## src/rtl/byte_word_packer.sv

```systemverilog
// byte_word_packer: merges loader byte writes into 16-bit words with byte
// enables, queues finished words in a small FIFO and drains them to a 16-bit
// memory port through a req/ack handshake.
module byte_word_packer #(
  parameter int ADDRESS_SIZE    = 14,
  parameter int FIFO_DEPTH_LOG2 = 2,
  parameter int FLUSH_TIMEOUT   = 16
) (
  input  logic                    clk_74a,
  input  logic                    reset,
  input  logic                    write_en,
  input  logic [ADDRESS_SIZE:0]   write_addr,
  input  logic [7:0]              write_data,
  input  logic                    flush,
  output logic                    mem_req,
  output logic [ADDRESS_SIZE-1:0] mem_addr,
  output logic [15:0]             mem_data,
  output logic [1:0]              mem_be,
  input  logic                    mem_ack,
  output logic                    overflow,
  output logic                    busy
);
  localparam int DEPTH = 2 ** FIFO_DEPTH_LOG2;
  localparam int PW    = FIFO_DEPTH_LOG2;
  localparam int NW    = FIFO_DEPTH_LOG2 + 1;
  localparam int FW    = FIFO_DEPTH_LOG2 + 2;
  localparam int CW    = (FLUSH_TIMEOUT > 0) ? $clog2(FLUSH_TIMEOUT + 1) : 1;

  typedef struct packed {
    logic [ADDRESS_SIZE-1:0] addr;
    logic [15:0]             data;
    logic [1:0]              be;
  } word_t;

  logic                    pend_vld;
  word_t                   pend;
  logic [CW-1:0]           tmo_cnt;
  word_t                   fifo_mem [DEPTH];
  logic [PW-1:0]           rd_ptr, wr_ptr, wr_ptr1;
  logic [NW-1:0]           count;

  logic [ADDRESS_SIZE-1:0] waddr;
  word_t                   merged, nxt, word_a, word_b, head;
  logic                    nxt_vld, push_a, push_b, pop;
  logic [CW-1:0]           nxt_cnt;
  logic [FW-1:0]           free;
  logic [1:0]              n_push, n_acc;

  assign waddr   = write_addr[ADDRESS_SIZE:1];
  assign wr_ptr1 = wr_ptr + PW'(1);

  // Incoming byte folded into the pending word, or into a fresh word when the
  // pending one is empty or belongs to another address.
  always_comb begin
    merged = pend;
    if (!pend_vld || pend.addr != waddr) begin
      merged.addr = waddr;
      merged.data = '0;
      merged.be   = '0;
    end
    if (write_addr[0]) begin
      merged.data[15:8] = write_data;
      merged.be[1]      = 1'b1;
    end else begin
      merged.data[7:0]  = write_data;
      merged.be[0]      = 1'b1;
    end
  end

  // Pending-word update and up to two pushes; word_a is always the older one.
  always_comb begin
    nxt_vld = pend_vld;
    nxt     = pend;
    nxt_cnt = tmo_cnt;
    push_a  = 1'b0;
    push_b  = 1'b0;
    word_a  = pend;
    word_b  = pend;
    if (write_en) begin
      nxt_cnt = '0;
      if (pend_vld && pend.addr != waddr) push_a = 1'b1;
      // A fresh word carries one lane only, so 2'b11 implies a same-word merge.
      if (merged.be == 2'b11) begin
        push_a  = 1'b1;
        word_a  = merged;
        nxt_vld = 1'b0;
      end else begin
        nxt_vld = 1'b1;
        nxt     = merged;
      end
    end else if (pend_vld && FLUSH_TIMEOUT != 0) begin
      // Fire on the FLUSH_TIMEOUT-th idle edge after the last write.
      if (tmo_cnt == CW'(FLUSH_TIMEOUT - 1)) begin
        push_a  = 1'b1;
        nxt_vld = 1'b0;
      end else begin
        nxt_cnt = tmo_cnt + CW'(1);
      end
    end
    if (flush && nxt_vld) begin
      if (push_a) begin
        push_b = 1'b1;
        word_b = nxt;
      end else begin
        push_a = 1'b1;
        word_a = nxt;
      end
      nxt_vld = 1'b0;
    end
    if (!nxt_vld) nxt_cnt = '0;
  end

  // FIFO admission: slots free after a same-cycle pop; newest push dropped first.
  always_comb begin
    pop    = mem_ack && (count != '0);
    free   = FW'(DEPTH) - FW'(count) + FW'(pop);
    n_push = {1'b0, push_a} + {1'b0, push_b};
    n_acc  = (FW'(n_push) > free) ? free[1:0] : n_push;
  end

  // Pending register, timeout counter, FIFO pointers and sticky overflow.
  always_ff @(posedge clk_74a or posedge reset) begin
    if (reset) begin
      pend_vld <= 1'b0;
      pend     <= '0;
      tmo_cnt  <= '0;
      rd_ptr   <= '0;
      wr_ptr   <= '0;
      count    <= '0;
      overflow <= 1'b0;
    end else begin
      pend_vld <= nxt_vld;
      pend     <= nxt;
      tmo_cnt  <= nxt_cnt;
      wr_ptr   <= wr_ptr + PW'(n_acc);
      if (pop) rd_ptr <= rd_ptr + PW'(1);
      count    <= count + NW'(n_acc) - NW'(pop);
      if (n_push != n_acc) overflow <= 1'b1;
    end
  end

  // FIFO storage; contents are don't-care until written since outputs are gated.
  always_ff @(posedge clk_74a) begin
    if (n_acc != 2'd0) fifo_mem[wr_ptr]  <= word_a;
    if (n_acc == 2'd2) fifo_mem[wr_ptr1] <= word_b;
  end

  assign head     = fifo_mem[rd_ptr];
  assign mem_req  = (count != '0);
  assign mem_addr = mem_req ? head.addr : '0;
  assign mem_data = mem_req ? head.data : '0;
  assign mem_be   = mem_req ? head.be   : '0;
  assign busy     = pend_vld || mem_req;

endmodule
```

## config.mk

```make
export PLATFORM = sky130hd
export DESIGN_NAME = byte_word_packer
export DESIGN_NICKNAME = d
export VERILOG_FILES = /design/src/rtl/byte_word_packer.sv
export SDC_FILE = /design/constraint.sdc
export NUM_CORES = 1
export LEC_CHECK = 0
export CAP_MARGIN = 25
export CORE_MARGIN = 3
export CORE_UTILIZATION = 43
export DETAILED_ROUTE_END_ITERATION = 7
export DONT_BUFFER_PORTS = 1
export REMOVE_ABC_BUFFERS = 1
export SLEW_MARGIN = 20
export SYNTH_ARGS = -nofsm -noshare
export SYNTH_HDL_FRONTEND = slang
export SYNTH_SLANG_ARGS = --single-unit
```

## constraint.sdc

```tcl
create_clock -name clk_74a -period 6 [get_ports clk_74a]
set_input_delay 0.3 -clock clk_74a [delete_from_list [all_inputs] [get_ports clk_74a]]
set_output_delay 0.3 -clock clk_74a [all_outputs]
set_load 0.02 [all_outputs]
```

==> results.py, run 1 <==
metrics = {
    "cells_and_area": {
        "stdcell_area_sq_um": 11460,
        "fillers": 2084,
        "area_growth_pct": 9.596,
        "post-route-util": 0.4839,
        "multi_input_area_sq_um": 5035,
        "final_nets": 832,
        "drive_gt1_frac": 0.2587,
        "ff_latch_area_sq_um": 4996,
        "antenna-diode-count": 0,
        "finalNonFillerCells": 1127,
    },
    "timing": {
        "setup_tns_ns": 0,
        "timing.fmax_mhz": 183.1,
        "period_share": 0.9101,
        "slew_viol_final": 0,
        "tightest_slew_ns": 1.113,
        "hold_viol_final": 0,
        "min_period_ns": 5.460,
        "grt_setup_unrepaired": "false",
        "skew_ns": 0.01315,
        "setup_violations": 0,
        "max_slew_margin": 0.2548,
    },
    "hold_path": {
        "hold_end": "pend[30]$_DFF_PP0_",
        "hold_path.class": "input port to flip-flop",
        "min_path_cells": 1,
        "min_from": "write_addr[13]",
    },
    "synth": {
        "synth_common_cells": "edfxtp_1 (128), a21oi_1 (72), a222oi_1 (64)",
        "ys_ff_latch": 174,
        "synth_edf_count": 128,
        "synthCells": 825,
        "synthArstFlopShare": 0.2644,
        "yosysSeqAreaShare": 0.4777,
        "avgSynthCellArea_sq_um": 12.67,
        "synth_most_common_cell": "edfxtp_1",
        "synth_top_area_frac": 0.3676,
        "synth.yosys.warnings": 0,
        "synthTopCellsByArea": "edfxtp_1 (37%), dfrtp_1 (11%), mux4_2 (6.9%)",
        "ys.flop_type": "edfxtp_1",
        "synth_area_leader_cell": "edfxtp_1",
        "netlist_area_sq_um": 10460,
        "yosysUniqueCellTypes": 65,
    },
    "global_routing": {
        "grt_max_degree": 78,
        "gr-total-overflow": 0,
        "grt_pass1_vias": 7579,
        "antenna_found_initial": 0,
        "grtUsageTotal": 0.2157,
        "grt_pass1_wl_um": 43780,
    },
    "pwr": {
        "irDropWorstVdd_mv": 0.2456,
        "p_per_area_nw_per_um2": 447.1,
        "p_seq_frac": 0.366,
        "swShare": 0.3719,
        "combPwrFrac": 0.389,
        "intPower_mw": 3.218,
        "p_leak_nw": 4.101,
        "p_sw_mw": 1.906,
        "clkPwrFrac": 0.245,
    },
    "setup_path": {
        "end_kind": "flip-flop",
        "crit_chain": "xnor2_1, nand4_1, nor4_2, buf_4, a31oi_2, buf_4, nor2_1, nor2b_1, ha_1, ha_1, o21ai_0, a211o_1, o211ai_1, buf_12, o211a_2, a21o_1, o21ai_0",
        "r2r-end": "fifo_mem[1][5]$_DFFE_PP_",
        "r2r_start": "pend[20]$_DFF_PP0_",
        "r2r_slack_ns": 0.54,
        "crit_type": "flip-flop to flip-flop",
        "ff2ff_path_depth": 17,
        "crit_family": "compound AO/OA/AOI/OAI gates",
        "critPathSlowestCell": "a21o_1",
        "cpPeakStageDelay_ns": 0.60,
        "cp.required_ns": 6.13,
        "critical_path.startpoint_type": "flip-flop",
        "arrival_ns": 5.59,
        "crit_buf_inv": 3,
        "crit_path_max_fanout": 77,
    },
    "floorplanning": {
        "dieHeight_um": 161.9,
        "rows": 56,
        "start_util": 0.4415,
        "die_x_um": 161.9,
        "dieArea_sq_um": 26220,
        "io_pins": 63,
        "core_area_sq_um": 23680,
    },
    "drt": {
        "wl_met2_um": 13400,
        "wl_per_cell_um": 25.13,
        "wirelength_met1_um": 11290,
        "final_antenna_net_count": 0,
        "vias": 7544,
        "routed-wl-met3_um": 2940,
        "drt-pass1-iter-count": 8,
        "remaining_drc_errors": 31,
        "drt_iter0_drc": 1195,
        "vias_per_cell": 6.694,
        "wirelength_um": 28320,
        "route.top_layer_used": "met4",
    },
    "clock_tree": {
        "clk_path_buf_depth": 2,
        "clk_latency_ns": 0.43,
        "cts_root_buf": "clkbuf_16",
        "tritoncts": "done",
        "cts.clk_slew.worst_paths_ns": 0.07,
        "cts-buffers-inserted": 17,
        "cts.sinks": 174,
        "h-tree-depth": 4,
    },
    "run_status": {
        "status": "finished, violations left",
        "violations": "DRC",
    },
    "place": {
        "port_buffers": 0,
        "place_hpwl_um": 17680,
        "placed_area_sq_um": 10760,
        "place.gp.congestion": 0.9079,
        "placedCellCount": 1091,
    },
    "job": {
        "drv_cap": 0,
    },
}
[layout by cell type, fill, tap and decap left out, types with 7 or more instances in the layout]
master / Yosys / layout
edfxtp_1: 128 / 128
nor3_1: 13 / 10
a32oi_1: 16 / 16
and3_1: 7 / 7
buf_4: 5 / 21
and2_1: 33 / 33
xnor2_1: 20 / 20
o21ai_0: 49 / 48
mux2_2: 31 / 31
nor2_1: 17 / 15
a21oi_1: 72 / 72
a21oi_2: 8 / 8
mux2_4: 41 / 41
o41ai_1: 16 / 16
ha_1: 8 / 8
o21ai_2: 11 / 11
mux4_2: 32 / 32
nand2_1: 16 / 16
o21ai_1: 9 / 8
inv_1: 29 / 28
a222oi_1: 64 / 64
dfrtp_1: 46 / 45
clkbuf_16: 0 / 17
[metrics by stage]
stage | power, mW | setup slack [ns] | hold slack, ns
2_1_floorplan | 3.302 | -3.569 | 0.3664
3_3_place_gp | 3.857 | 0.7508 | 0.3733
3_5_place_dp | 3.915 | 0.4612 | 0.3753
5_1_grt | 5.375 | 0.2067 | 0.005011
6_report | 5.124 | 0.5395 | 0.01827
4_1_cts | 5.171 | 0.4374 | 0.002276
[area by class of cell]
type	count	share of cell area
multi-input cells	546	0.4394
flip-flops and latches	174	0.4360
clock buffers	21	0.04018
well taps	319	0.03483
repair buffers	27	0.02249
clock inverters	11	0.01769
inverters	29	0.009499
[sequential cells by signal, summed over array words and instances (netlist names)]
name and cells:
count 3, fifo_mem 128, overflow 1, pend 32, pend_vld 1, rd_ptr 2, tmo_cnt 5, wr_ptr 2
[cells by family (layout without fill, tap and decap cells)]
family,after synthesis,in the layout,synth area share
compound gates,280,280,0.2077
xor+xnor,24,24,0.02010
fa+ha+maj,9,9,0.01149
buf+inv,105,88,0.04858
flops,174,174,0.4777
mux,109,109,0.1660
simple gates,124,124,0.06844
[routing by layer]
metal / up-vias / GRT usage
li1: 3287 / -
met4: 0 / 0.08104
met1: 3716 / 0.2782
met2: 467 / 0.3468
met3: 74 / 0.06248
met5: - / 0
[power groups by stage]
stage	logic (mW)	clock network (mW)	registers, mW
final	2.00	1.25	1.87
after global routing	2.14	1.32	1.91
after CTS	2.02	1.27	1.88
after detailed placement	2.01	0	1.91
after global placement	1.97	0	1.88
after floorplan	1.39	0	1.91
[worst max path at each step]
stage                       startpoint                        to  slack [ns]  depth (start not counted)
floorplan           pend[19]$_DFF_PP0_  fifo_mem[0][0]$_DFFE_PP_       -3.57                         13
global placement    pend[20]$_DFF_PP0_  fifo_mem[1][8]$_DFFE_PP_        0.75                         17
detailed placement  pend[19]$_DFF_PP0_  fifo_mem[1][5]$_DFFE_PP_        0.46                         17
CTS                 pend[18]$_DFF_PP0_  fifo_mem[1][5]$_DFFE_PP_        0.44                         17
global route        pend[20]$_DFF_PP0_  fifo_mem[1][5]$_DFFE_PP_        0.21                         17
finish              pend[20]$_DFF_PP0_  fifo_mem[1][5]$_DFFE_PP_        0.54                         17
[timing repair]
item / CTS / global route
buffers inserted: 0 / 2
endpoints found under the setup margin: 0 / 2
gates resized for setup: 0 / 0
hold buffers: 2 / 0
endpoints found under the hold margin: 47 / 0
No activity file was read; power rests on OpenSTA's default activity.
==> run 2: changes to the inputs <==
Settings changed: ABC_AREA set to 1.
==> run 2 against run 1 <==
Clock-buffer cell count down 4. Final area up 0.62%. Sequential power about the same. The flow now finishes without violations. Critical endpoint is now fifo_mem[1][31]$_DFFE_PP_. Fmax up 13%. Critical path depth up 8.
==> results.py, run 2 <==
metrics = {
    "timing": {
        "slew_viol_final": 0,
        "min_period_ns": 4.829,
        "hold_viol_final": 0,
        "setup_violations": 0,
        "grt_setup_unrepaired": "false",
        "timing.hold.ws_ns": 0.02984,
        "timing.fmax_mhz": 207.1,
        "setup_slack_ns": 1.171,
        "setup_tns_ns": 0,
        "skew_ns": 0.01370,
        "period_share": 0.8049,
        "max_slew_margin": 0.2936,
        "tightest_slew_ns": 1.057,
    },
    "clock_tree": {
        "cts-buffers-inserted": 17,
        "cts.clk_slew.worst_paths_ns": 0.08,
        "cts_root_buf": "clkbuf_16",
        "h-tree-depth": 4,
        "postCtsResizedCells": 0,
        "cts.sinks": 174,
        "tritoncts": "done",
        "clk_path_buf_depth": 2,
        "clk_latency_ns": 0.44,
    },
    "pwr": {
        "irDropWorstVdd_mv": 0.4028,
        "p_leak_nw": 5.196,
        "p_per_area_nw_per_um2": 461.2,
        "p_seq_frac": 0.357,
        "combPwrFrac": 0.420,
        "clkPwrFrac": 0.224,
        "p_sw_mw": 2.334,
        "intPower_mw": 2.984,
        "swShare": 0.4389,
    },
    "synth": {
        "synth_common_cells": "nand2_1 (397), nand3_1 (307), nor2_1 (162)",
        "synth_simple_gate_area_frac": 0.3691,
        "synth-adder-area-share": 0.01134,
        "synth_edf_count": 128,
        "synth_most_common_cell": "nand2_1",
        "synth_top_area_frac": 0.3630,
        "ys.flop_type": "edfxtp_1",
        "synthMuxAreaShare": 0,
        "synthCells": 1430,
        "netlist_area_sq_um": 10590,
        "avgSynthCellArea_sq_um": 7.404,
        "ys_ff_latch": 174,
        "yosysSeqAreaShare": 0.4718,
        "synthArstFlopShare": 0.2644,
        "synth_top_family_by_area": "simple AND/OR/NAND/NOR gates",
        "synth.yosys.warnings": 0,
        "yosysUniqueCellTypes": 32,
        "synth_xor_area_frac": 0.007445,
        "synth_compound_gate_area_share": 0.06559,
        "synthTopCellsByArea": "edfxtp_1 (36%), nand3_1 (15%), nand2_1 (14%)",
        "synth_area_leader_cell": "edfxtp_1",
    },
    "setup_path": {
        "critical_path.startpoint_type": "flip-flop",
        "cp.required_ns": 6.31,
        "end_kind": "flip-flop",
        "arrival_ns": 5.14,
        "ff2ff_path_depth": 25,
        "crit_type": "flip-flop to flip-flop",
        "r2r_start": "pend[23]$_DFF_PP0_",
        "r2r-end": "fifo_mem[1][31]$_DFFE_PP_",
        "r2r_slack_ns": 1.17,
        "crit_path_max_fanout": 22,
    },
    "place": {
        "port_buffers": 0,
        "place_hpwl_um": 18680,
        "place.gp.congestion": 0.8509,
        "place_ws_ns": 1.251,
        "placedCellCount": 1692,
    },
    "drt": {
        "final_antenna_net_count": 0,
        "remaining_drc_errors": 0,
        "vias_per_cell": 5.644,
        "wl_per_cell_um": 18.96,
        "drt-pass1-iter-count": 5,
        "drt_iter0_drc": 965,
        "wirelength_um": 32730,
        "vias": 9742,
    },
    "global_routing": {
        "antenna_found_initial": 0,
        "grt_pass1_wl_um": 51250,
        "grt_max_degree": 66,
        "grtUsageTotal": 0.2503,
        "gr-total-overflow": 0,
        "grt_pass1_vias": 9261,
    },
    "cells_and_area": {
        "largest_register": "fifo_mem",
        "fillers": 2310,
        "area_growth_pct": 8.911,
        "final_nets": 1431,
        "drive_gt1_frac": 0.06823,
        "finalNonFillerCells": 1726,
        "post-route-util": 0.4840,
        "antenna-diode-count": 0,
        "largestRegisters": "fifo_mem (128), pend (32), tmo_cnt (5)",
        "largest_reg_flops": 128,
        "mostFrequentLayoutCells": "nand2_1 (397), nand3_1 (307), nor2_1 (162), edfxtp_1 (128), inv_1 (108)",
        "mostFrequentLayoutCell": "nand2_1",
    },
    "hold_path": {
        "min_path_cells": 2,
        "min_from": "write_addr[11]",
        "hold_end": "pend[28]$_DFF_PP0_",
        "hold_path.class": "input port to flip-flop",
    },
    "job": {
        "drv_cap": 0,
    },
    "floorplanning": {
        "io_pins": 63,
        "dieArea_sq_um": 26540,
        "core_area_sq_um": 23820,
        "start_util": 0.4444,
        "dieHeight_um": 162.9,
        "rows": 56,
        "die_x_um": 162.9,
    },
    "run_status": {
        "status": "finished clean",
    },
}
-- run 2: cell types whose count changed in the layout (fill, tap and decap cells not counted), sizes merged, moves of 8 or more --
| cell | before | now |
|---|---|---|
| a222oi | 64 | 0 |
| a32oi | 16 | 0 |
| nand2 | 16 | 404 |
| o21ai | 71 | 87 |
| mux4 | 32 | 0 |
| mux2 | 72 | 0 |
| inv | 33 | 131 |
| nand3 | 3 | 311 |
| xnor2 | 20 | 4 |
| o41ai | 16 | 0 |
| nand4 | 3 | 11 |
| nor2 | 17 | 168 |
| a21oi | 80 | 47 |
| and2 | 33 | 0 |
-- run 2: repair_timing --
item / in CTS / in global routing
endpoints found under the hold margin: 49 / 0
hold buffers: 2 / 0
setup buffers: 0 / 0
-- run 2: power by group through the flow --
stage,Sequential (mW),Clock (mW),Combinational [mW]
after floorplan,1.98,0,1.46
after global placement,1.92,0,2.22
after detailed placement,1.93,0,2.24
after CTS,1.90,1.20,2.25
after global routing,1.93,1.25,2.48
final,1.90,1.19,2.23
-- run 2: layout make-up --
class	instances	area (sq um)	area share
Tap cell	319	399.1	0.03461
Multi-Input combinational cell	1055	4863	0.4218
Clock inverter	15	198.9	0.01725
Clock buffer	17	425.4	0.03689
Sequential cell	174	4996	0.4333
Inverter	124	465.4	0.04036
Timing Repair Buffer	22	182.7	0.01584
-- run 2: how the worst max path moves through the flow --
stage	slack (ns)	to	from	depth (start not counted)
floorplan	-2.07	fifo_mem[0][0]$_DFFE_PP_	count[2]$_DFF_PP0_	17
detailed placement	1.25	fifo_mem[1][28]$_DFFE_PP_	pend[19]$_DFF_PP0_	24
global route	0.74	fifo_mem[1][18]$_DFFE_PP_	pend[22]$_DFF_PP0_	24
global placement	1.37	fifo_mem[1][23]$_DFFE_PP_	pend[22]$_DFF_PP0_	24
finish	1.17	fifo_mem[1][31]$_DFFE_PP_	pend[23]$_DFF_PP0_	25
CTS	1.23	fifo_mem[1][30]$_DFFE_PP_	pend[22]$_DFF_PP0_	24
-- run 2: metal layers --
layer | global-route usage | vias to the layer above | part of all wire
met5 | 0 | - | 0
met4 | 0.08958 | 0 | 0.026
met3 | 0.04298 | 61 | 0.097
met2 | 0.4092 | 445 | 0.46
met1 | 0.3364 | 4548 | 0.41
li1 | - | 4688 | -
-- run 2: critical path: stages (launching register included) --
cell,delay [ns]
dfrtp_1,0.37
inv_2,0.05
nand2_1,0.05
nand2_1,0.06
nor2_1,0.11
nand2_1,0.08
nor2_2,0.24
nand4_2,0.19
nand2_2,0.27
nand3_4,0.29
nand3_2,0.20
inv_2,0.06
ha_1,0.20
ha_1,0.28
o21ai_1,0.10
inv_1,0.05
o21ai_1,0.19
nor2_1,0.10
nand2_1,0.08
o21ai_2,0.10
nand2_2,0.23
nor2_2,0.06
inv_1,0.76
buf_4,0.36
nand3_1,0.10
nand2_1,0.09
-- run 2: cells by family after synthesis --
kind of cell / count (synthesis)
xor+xnor: 9
simple gates: 901
buf+inv: 201
compound gates: 136
flops: 174
fa+ha+maj: 9
-- run 2: per-stage QoR --
step	area [sq um]	total power, mW
finish	11530	5.318
global route	11530	5.654
CTS	11530	5.349
detailed placement	10890	4.170
global placement	10890	4.139
floorplan	10260	3.440
